File: src/rtl/bcd_pkg.sv
`default_nettype none
// +------------------------------------------------------------------+
// | Module      : bcd_pkg                                            |
// | Description : Shared constants and state encoding for the        |
// |               sequential double-dabble binary-to-BCD converter.  |
// | Revision    : 1.0 - initial release                              |
// +------------------------------------------------------------------+
package bcd_pkg;

    localparam int unsigned BCD_DIGIT_W    = 4;
    localparam logic [3:0]  BCD_ADJ_THRESH = 4'd5;
    localparam logic [3:0]  BCD_ADJ_ADD    = 4'd3;

    typedef enum logic [1:0] {
        S_IDLE  = 2'd0,
        S_SHIFT = 2'd1,
        S_DONE  = 2'd2
    } state_t;

endpackage
`default_nettype wire

File: src/rtl/bcd_digit_adj.sv
`default_nettype none
// +------------------------------------------------------------------+
// | Module      : bcd_digit_adj                                      |
// | Description : Double-dabble per-digit correction: adds 3 to a    |
// |               BCD digit that is 5 or more, before the shift.     |
// | Revision    : 1.0 - initial release                              |
// +------------------------------------------------------------------+
module bcd_digit_adj
    import bcd_pkg::*;
(
    input  logic [BCD_DIGIT_W-1:0] din,
    output logic [BCD_DIGIT_W-1:0] dout
);

    // Digits 5..9 become 8..12 so the following shift carries into the next digit.
    always_comb begin
        dout = (din >= BCD_ADJ_THRESH) ? (din + BCD_ADJ_ADD) : din;
    end

endmodule
`default_nettype wire

File: src/rtl/bcd_converter_seq.sv
`default_nettype none
// +------------------------------------------------------------------+
// | Module      : bcd_converter_seq                                  |
// | Description : Iterative double-dabble converter, one shift/adjust|
// |               step per clock, start/done handshake. Optional     |
// |               leading-zero blank mask enabled by the macro       |
// |               BCD_LEADING_ZERO_BLANK_EN.                         |
// | Revision    : 1.0 - initial release                              |
// +------------------------------------------------------------------+
module bcd_converter_seq
    import bcd_pkg::*;
#(
    parameter int unsigned WIDTH  = 16,
    parameter int unsigned DIGITS = 5
) (
    input  logic                            clk,
    input  logic                            resetn,
    input  logic                            start,
    input  logic [WIDTH-1:0]                bin,
    output logic                            busy,
    output logic                            done,
    output logic [BCD_DIGIT_W*DIGITS-1:0]   bcd,
    output logic [DIGITS-1:0]               blank
);

    localparam int unsigned       c_SCR_W = BCD_DIGIT_W * DIGITS;
    localparam int unsigned       c_CNT_W = $clog2(WIDTH + 1);
    localparam logic [c_CNT_W-1:0] c_LAST = c_CNT_W'(WIDTH - 1);

    state_t                 r_state;
    logic [WIDTH-1:0]       r_shift;
    logic [c_SCR_W-1:0]     r_scratch;
    logic [c_CNT_W-1:0]     r_cnt;
    logic                   r_busy;
    logic                   r_done;
    logic [c_SCR_W-1:0]     r_bcd;

    logic [c_SCR_W-1:0]         w_adj;
    logic [c_SCR_W+WIDTH-1:0]   w_shifted;
    logic [c_SCR_W-1:0]         w_next_scr;
    logic [WIDTH-1:0]           w_next_shift;
    logic                       w_last;

    // One add-3 corrector per scratch digit.
    generate
        for (genvar gi = 0; gi < DIGITS; gi++) begin : g_digit
            bcd_digit_adj u_adj (
                .din  (r_scratch[gi*BCD_DIGIT_W +: BCD_DIGIT_W]),
                .dout (w_adj[gi*BCD_DIGIT_W +: BCD_DIGIT_W])
            );
        end
    endgenerate

    // Adjusted scratch and remaining binary bits shift left together as one register.
    always_comb begin
        w_shifted    = {w_adj, r_shift} << 1;
        w_next_scr   = w_shifted[c_SCR_W+WIDTH-1:WIDTH];
        w_next_shift = w_shifted[WIDTH-1:0];
        w_last       = (r_state == S_SHIFT) && (r_cnt == c_LAST);
    end

    // Control FSM with registered busy/done and result register.
    always_ff @(posedge clk) begin
        if (!resetn) begin
            r_state   <= S_IDLE;
            r_shift   <= '0;
            r_scratch <= '0;
            r_cnt     <= '0;
            r_busy    <= 1'b0;
            r_done    <= 1'b0;
            r_bcd     <= '0;
        end else begin
            case (r_state)
                S_IDLE: begin
                    r_done <= 1'b0;
                    if (start) begin
                        r_shift   <= bin;
                        r_scratch <= '0;
                        r_cnt     <= '0;
                        r_busy    <= 1'b1;
                        r_state   <= S_SHIFT;
                    end
                end
                S_SHIFT: begin
                    r_scratch <= w_next_scr;
                    r_shift   <= w_next_shift;
                    r_cnt     <= r_cnt + 1'b1;
                    if (w_last) begin
                        // Publish the final scratch directly so bcd never shows a partial value.
                        r_bcd   <= w_next_scr;
                        r_busy  <= 1'b0;
                        r_done  <= 1'b1;
                        r_state <= S_DONE;
                    end
                end
                S_DONE: begin
                    r_done <= 1'b0;
                    if (start) begin
                        r_shift   <= bin;
                        r_scratch <= '0;
                        r_cnt     <= '0;
                        r_busy    <= 1'b1;
                        r_state   <= S_SHIFT;
                    end else begin
                        r_state   <= S_IDLE;
                    end
                end
                default: begin
                    r_busy  <= 1'b0;
                    r_done  <= 1'b0;
                    r_state <= S_IDLE;
                end
            endcase
        end
    end

    assign busy = r_busy;
    assign done = r_done;
    assign bcd  = r_bcd;

`ifdef BCD_LEADING_ZERO_BLANK_EN
    logic [DIGITS-1:0] r_blank;
    logic [DIGITS-1:0] w_blank_next;

    // Walk from the top digit down; a digit blanks only while everything above it is zero.
    always_comb begin
        logic v_zero_above;
        v_zero_above = 1'b1;
        w_blank_next = '0;
        for (int i = int'(DIGITS) - 1; i >= 1; i--) begin
            v_zero_above    = v_zero_above && (w_next_scr[i*BCD_DIGIT_W +: BCD_DIGIT_W] == '0);
            w_blank_next[i] = v_zero_above;
        end
    end

    // Blank mask tracks bcd: updated on the same edge, cleared by reset.
    always_ff @(posedge clk) begin
        if (!resetn) begin
            r_blank <= '0;
        end else if (w_last) begin
            r_blank <= w_blank_next;
        end
    end

    assign blank = r_blank;
`else
    assign blank = '0;
`endif

endmodule
`default_nettype wire

File: config.mk
export PLATFORM = sky130hd
export DESIGN_NAME = bcd_converter_seq
export DESIGN_NICKNAME = d
export VERILOG_FILES = /design/src/rtl/bcd_pkg.sv /design/src/rtl/bcd_digit_adj.sv /design/src/rtl/bcd_converter_seq.sv
export SDC_FILE = /design/constraint.sdc
export NUM_CORES = 1
export LEC_CHECK = 0
export CORE_MARGIN = 2
export CORE_UTILIZATION = 35
export CTS_BUF_LIST = sky130_fd_sc_hd__clkbuf_8 sky130_fd_sc_hd__clkbuf_16
export CTS_CLUSTER_SIZE = 24
export DETAILED_ROUTE_END_ITERATION = 6
export SYNTH_ARGS = -nofsm -noshare
export SYNTH_HDL_FRONTEND = slang
export SYNTH_HIERARCHICAL = 1
export SYNTH_SLANG_ARGS = --single-unit
File: constraint.sdc
create_clock -name clk -period 2.1 [get_ports clk]
set_input_delay 0.42 -clock clk [delete_from_list [all_inputs] [get_ports clk]]
set_output_delay 0.42 -clock clk [all_outputs]
set_load 0.03 [all_outputs]
Yosys cells after proc, flatten, opt, wreduce, memory -nomap -nowiden:

Index checks and enable logic that the tools add are counted.
Widths: inputs -> output; s select.

* register bits after elaboration: 65
* input bits: 19
* output and inout port bits: 27
* word-level logic and storage cells: 51

* $add $sub $neg: 6
* $lt $le $gt $ge: 5
* equal/unequal tests: 6
* muxes and demuxes: 18
* reduce and logical (&&, ||, !) cells: 9

Operators by type and width (count)
* $pmux 20 s2: 1
* $pmux 16 s2: 1
* $ge 4x3->1 const B: 5
* $mux 20: 1
* $add 4x2->4 const B: 4
* $mux 16: 1
* $mux 4: 4
* $pmux 5 s2: 1
* $reduce_and 2->1: 5
* $pmux 2 s3: 1
* $add 5x1->5 const B: 1
* $eq 5x4->1 const B: 1
* $mux 5: 1
* $mux 2: 2
* $ne 2x2->1 const B: 2
* $add 3x2->3 const B: 1
* $mux 1: 3
* $mux 3: 1
* $eq 2x1->1 const B: 1
* $eq 2x2->1 const B: 1
* $logic_not 2->1: 1
* $ne 2x1->1 const B: 1
* $pmux 1 s2: 1
* $reduce_bool 2->1: 1
* 2 further kinds: 2

Depth between registers and ports, before layout:

* depth after elaboration: 4
* depth in mapped cells: 7
* mapped depth without buffers: 7

Hierarchy:

The synthesis kept the hierarchy.

By module, submodules not included
* bcd_converter_seq: times used 1, cells an instance 228, area each 2486.1 um2, sequential area each 1301.2 um2
* bcd_digit_adj: times used 5, cells an instance 16, area each 101.3 um2, sequential area each 0.0 um2

Worst setup path after synthesis:

OpenSTA, ideal clock, no wires.

* path kind: reg2reg
* start point: reg r_cnt[0]
* end point: reg r_bcd[11] (netlist: bcd[11])
* setup time: 0.117 ns
* arrival time: 1.655 ns
* required time: 1.983 ns
* path slack: 0.328 ns
* cell stages (with the launch flop): 8
* path buffers: 2
* period minus slack after synthesis: 1.772 ns
* cells stage by stage: dfxtp_1 > ha_1 > and3_1 > ha_1 > clkbuf_1 > a21oi_1 > buf_4 > a22o_1

* longest elaborated chain between the ends: 3

RTL lines
* start, declared: RTL line bcd_converter_seq.sv:33 `logic [c_CNT_W-1:0] r_cnt;`
* start signal, assigned: RTL line bcd_converter_seq.sv:87 `r_cnt <= r_cnt + 1'b1;`
* $eq 5x4->1: RTL line bcd_converter_seq.sv:59 `w_last = (r_state == S_SHIFT) && (r_cnt == c_LAST);`
* $logic_and 1x1->1: RTL line bcd_converter_seq.sv:59
* $reduce_and 2->1 (no line)
* end signal, assigned: RTL line bcd_converter_seq.sv:90 `r_bcd <= w_next_scr;`
* end, declared: RTL line bcd_converter_seq.sv:36 `logic [c_SCR_W-1:0] r_bcd;`

Every way passes these cells.
A chain may end at the register's enable or synchronous reset.

Final worst setup path:

* start point: reg r_busy (netlist: busy)
* end point: out busy

RTL lines
* start, declared: RTL line bcd_converter_seq.sv:34 `logic r_busy;`
* start signal, assigned: RTL line bcd_converter_seq.sv:69 `r_busy <= 1'b0;`
* start signal, assigned: RTL line bcd_converter_seq.sv:80 `r_busy <= 1'b1;`
* start signal, assigned: RTL line bcd_converter_seq.sv:91 `r_busy <= 1'b0;`
* end, declared: RTL line bcd_converter_seq.sv:20 `output logic busy,`

No word-level cell between the ends.

==> results.toml <==
[outcome]
outcome = "finished, final reports clean"

[setup_path]
cp.required_ns = 1.68
crit_slowest_cell = "clkdlybuf4s50_1"
path_buf_inv = 1
worstSetupStartpoint = "busy"
cp_cell_sequence = "clkdlybuf4s50_1"
critical_path_class = "flop to output port"
cpPeakStageDelay_ns = 0.68
cp_top_family = "buffers and inverters"
start_kind = "flop"
reg2reg_from = "r_state[0]"
cp_max_fo = 2
end_kind = "output port"
cp.arrival_ns = 1.37

[place]
place_area_um2 = 3450
dp_hpwl_mm = 4.15
dp_cells = 440
portBuffers = 40
routabilityCongestion = 0.764
pre_cts_slack_ns = 0.146

[sta]
finalSetupViolCount = 0
totalNegativeSetupSlack_ns = 0
max_freq_ghz = 0.558
hold_ws_ns = 0.464
fin_worst_skew_ns = 0.00811
finalCriticalPeriod_ns = 1.79
setup_slack_ns = 0.309
maxSlewViolCount = 0
hold_violations = 0
period_share = 0.853
rsz0062_at_grt = "no"

[pwr]
leakage_nw = 1.45
cellPowerDensity_nw_per_um2 = 722
swShare = 0.242
p_comb_frac = 0.099
p_total_mw = 2.64
p_switching_mw = 0.641
power.internal_mw = 2.00
seq_power_share = 0.492
vdd_drop_max_v = 0.000477
p_clk_frac = 0.409

[clock_network]
cts_tree = "yes"
post_cts_buffers = 0
cts_sinks = 65
cts_buffers = 9
ctsHoldBuffers = 0
clk_path_buf_depth = 2
cts_root_buf = "clkbuf_8"
htreeDepth = 3
cts_resized = 0
clkTransAtPathRegs_ns = 0.07
worstSkewPairLatency_ns = 0.34

[floorplanning]
die_area_um2 = 9250
io-pin-count = 46
initial_core_util = 0.362
rows = 33
core_area_um2 = 8220
die_h_um = 96.2
die_w_um = 96.2

[cells_and_area]
drive_above_1_share = 0.117
fin_util = 0.445
fin_area_um2 = 3660
antenna_cells = 0
final_nets = 377
layout.cells.non_filler = 456
multiInputGateArea_um2 = 1460
area_delta_synth_final_pct = 23.0
regArea_um2 = 1300
fillers = 759

[global_route]
grt_pass1_vias = 2166
antenna_found_initial = 0
grt_util_met2 = 0.214
overflow = 0
grt_use_total = 0.144
use_met1 = 0.189
met3_usage = 0.0572
grt_pass1_wl_mm = 10.3
busiest_layer = "met2"
grt_max_degree = 23

[detailed_routing]
drc = 0
vias_per_cell = 5.02
wl_mm = 6.05
drt-pass1-iter-count = 4
vias = 2289
wl_per_cell_um = 13.3
antenna_violating_nets_post_route = 0
first_iter_violations = 81

[worst_hold_path]
min_from = "bcd[0]"
min_path_type = "flop to flop"

[yosys]
synth_area_um2 = 2970
yosysWarnings = 6
syn_avg_cell_area_um2 = 9.78
syn_inst = 304

[run]
drv_cap = 0
## layer usage
metal | wire length [um] | vias up | part of all wire
li1 | - | 1166 | -
met1 | 2980 | 1063 | 0.49
met2 | 2660 | 50 | 0.44
met3 | 316 | 10 | 0.052
met4 | 93 | 0 | 0.015
met5 | 0 | - | 0
## sequential cells by signal, summed over array words and instances (netlist names)
register   count
bcd           20
done           1
r_cnt          5
r_shift       16
busy           1
r_state        2
r_scratch     20
## cell usage in the layout (no fill, tap or decap), drive strengths merged
| cell type | instances |
|---|---|
| nand2b | 10 |
| buf | 13 |
| bufinv | 1 |
| nor2 | 10 |
| o21a | 2 |
| nand3b | 1 |
| a211oi | 15 |
| or2 | 1 |
| a21oi | 14 |
| clkinv | 4 |
| o31a | 1 |
| o21ai | 9 |
| and2 | 1 |
| nor2b | 2 |
| ha | 12 |
| and3b | 1 |
| mux2i | 21 |
| nand2 | 24 |
| nor3 | 17 |
| clkbuf | 11 |
| a22o | 37 |
| inv | 14 |
| xnor2 | 6 |
| dfxtp | 65 |
| conb | 5 |
| nor3b | 3 |
| a2111oi | 1 |
| clkdlybuf4s50 | 40 |
| a31o | 1 |
| nand3 | 6 |
| and3 | 3 |
## path summary, 6_finish.rpt
check	to	slack [ns]	cells past startpoint
max	busy	0.31	1
min	bcd[0]	0.46	2
max reg2reg	bcd[1]	0.46	4
min reg2reg	bcd[0]	0.46	2
## cell type report
cell class                      count  share of cell area
Clock buffer                       11              0.0414
Clock inverter                      5              0.0147
Inverter                           14              0.0144
Multi-Input combinational cell    203               0.398
Sequential cell                    65               0.356
Tap cell                          105              0.0359
Timing Repair Buffer               53               0.140
## power groups by stage
stage / Combinational [mW] / Sequential [mW] / Clock (mW)
after floorplan: 0.188 / 1.32 / 0
after global placement: 0.258 / 1.33 / 0
after detailed placement: 0.262 / 1.33 / 0
after CTS: 0.262 / 1.30 / 1.11
after global routing: 0.286 / 1.30 / 1.17
final: 0.260 / 1.30 / 1.08
No activity file was read; power rests on OpenSTA's default activity.
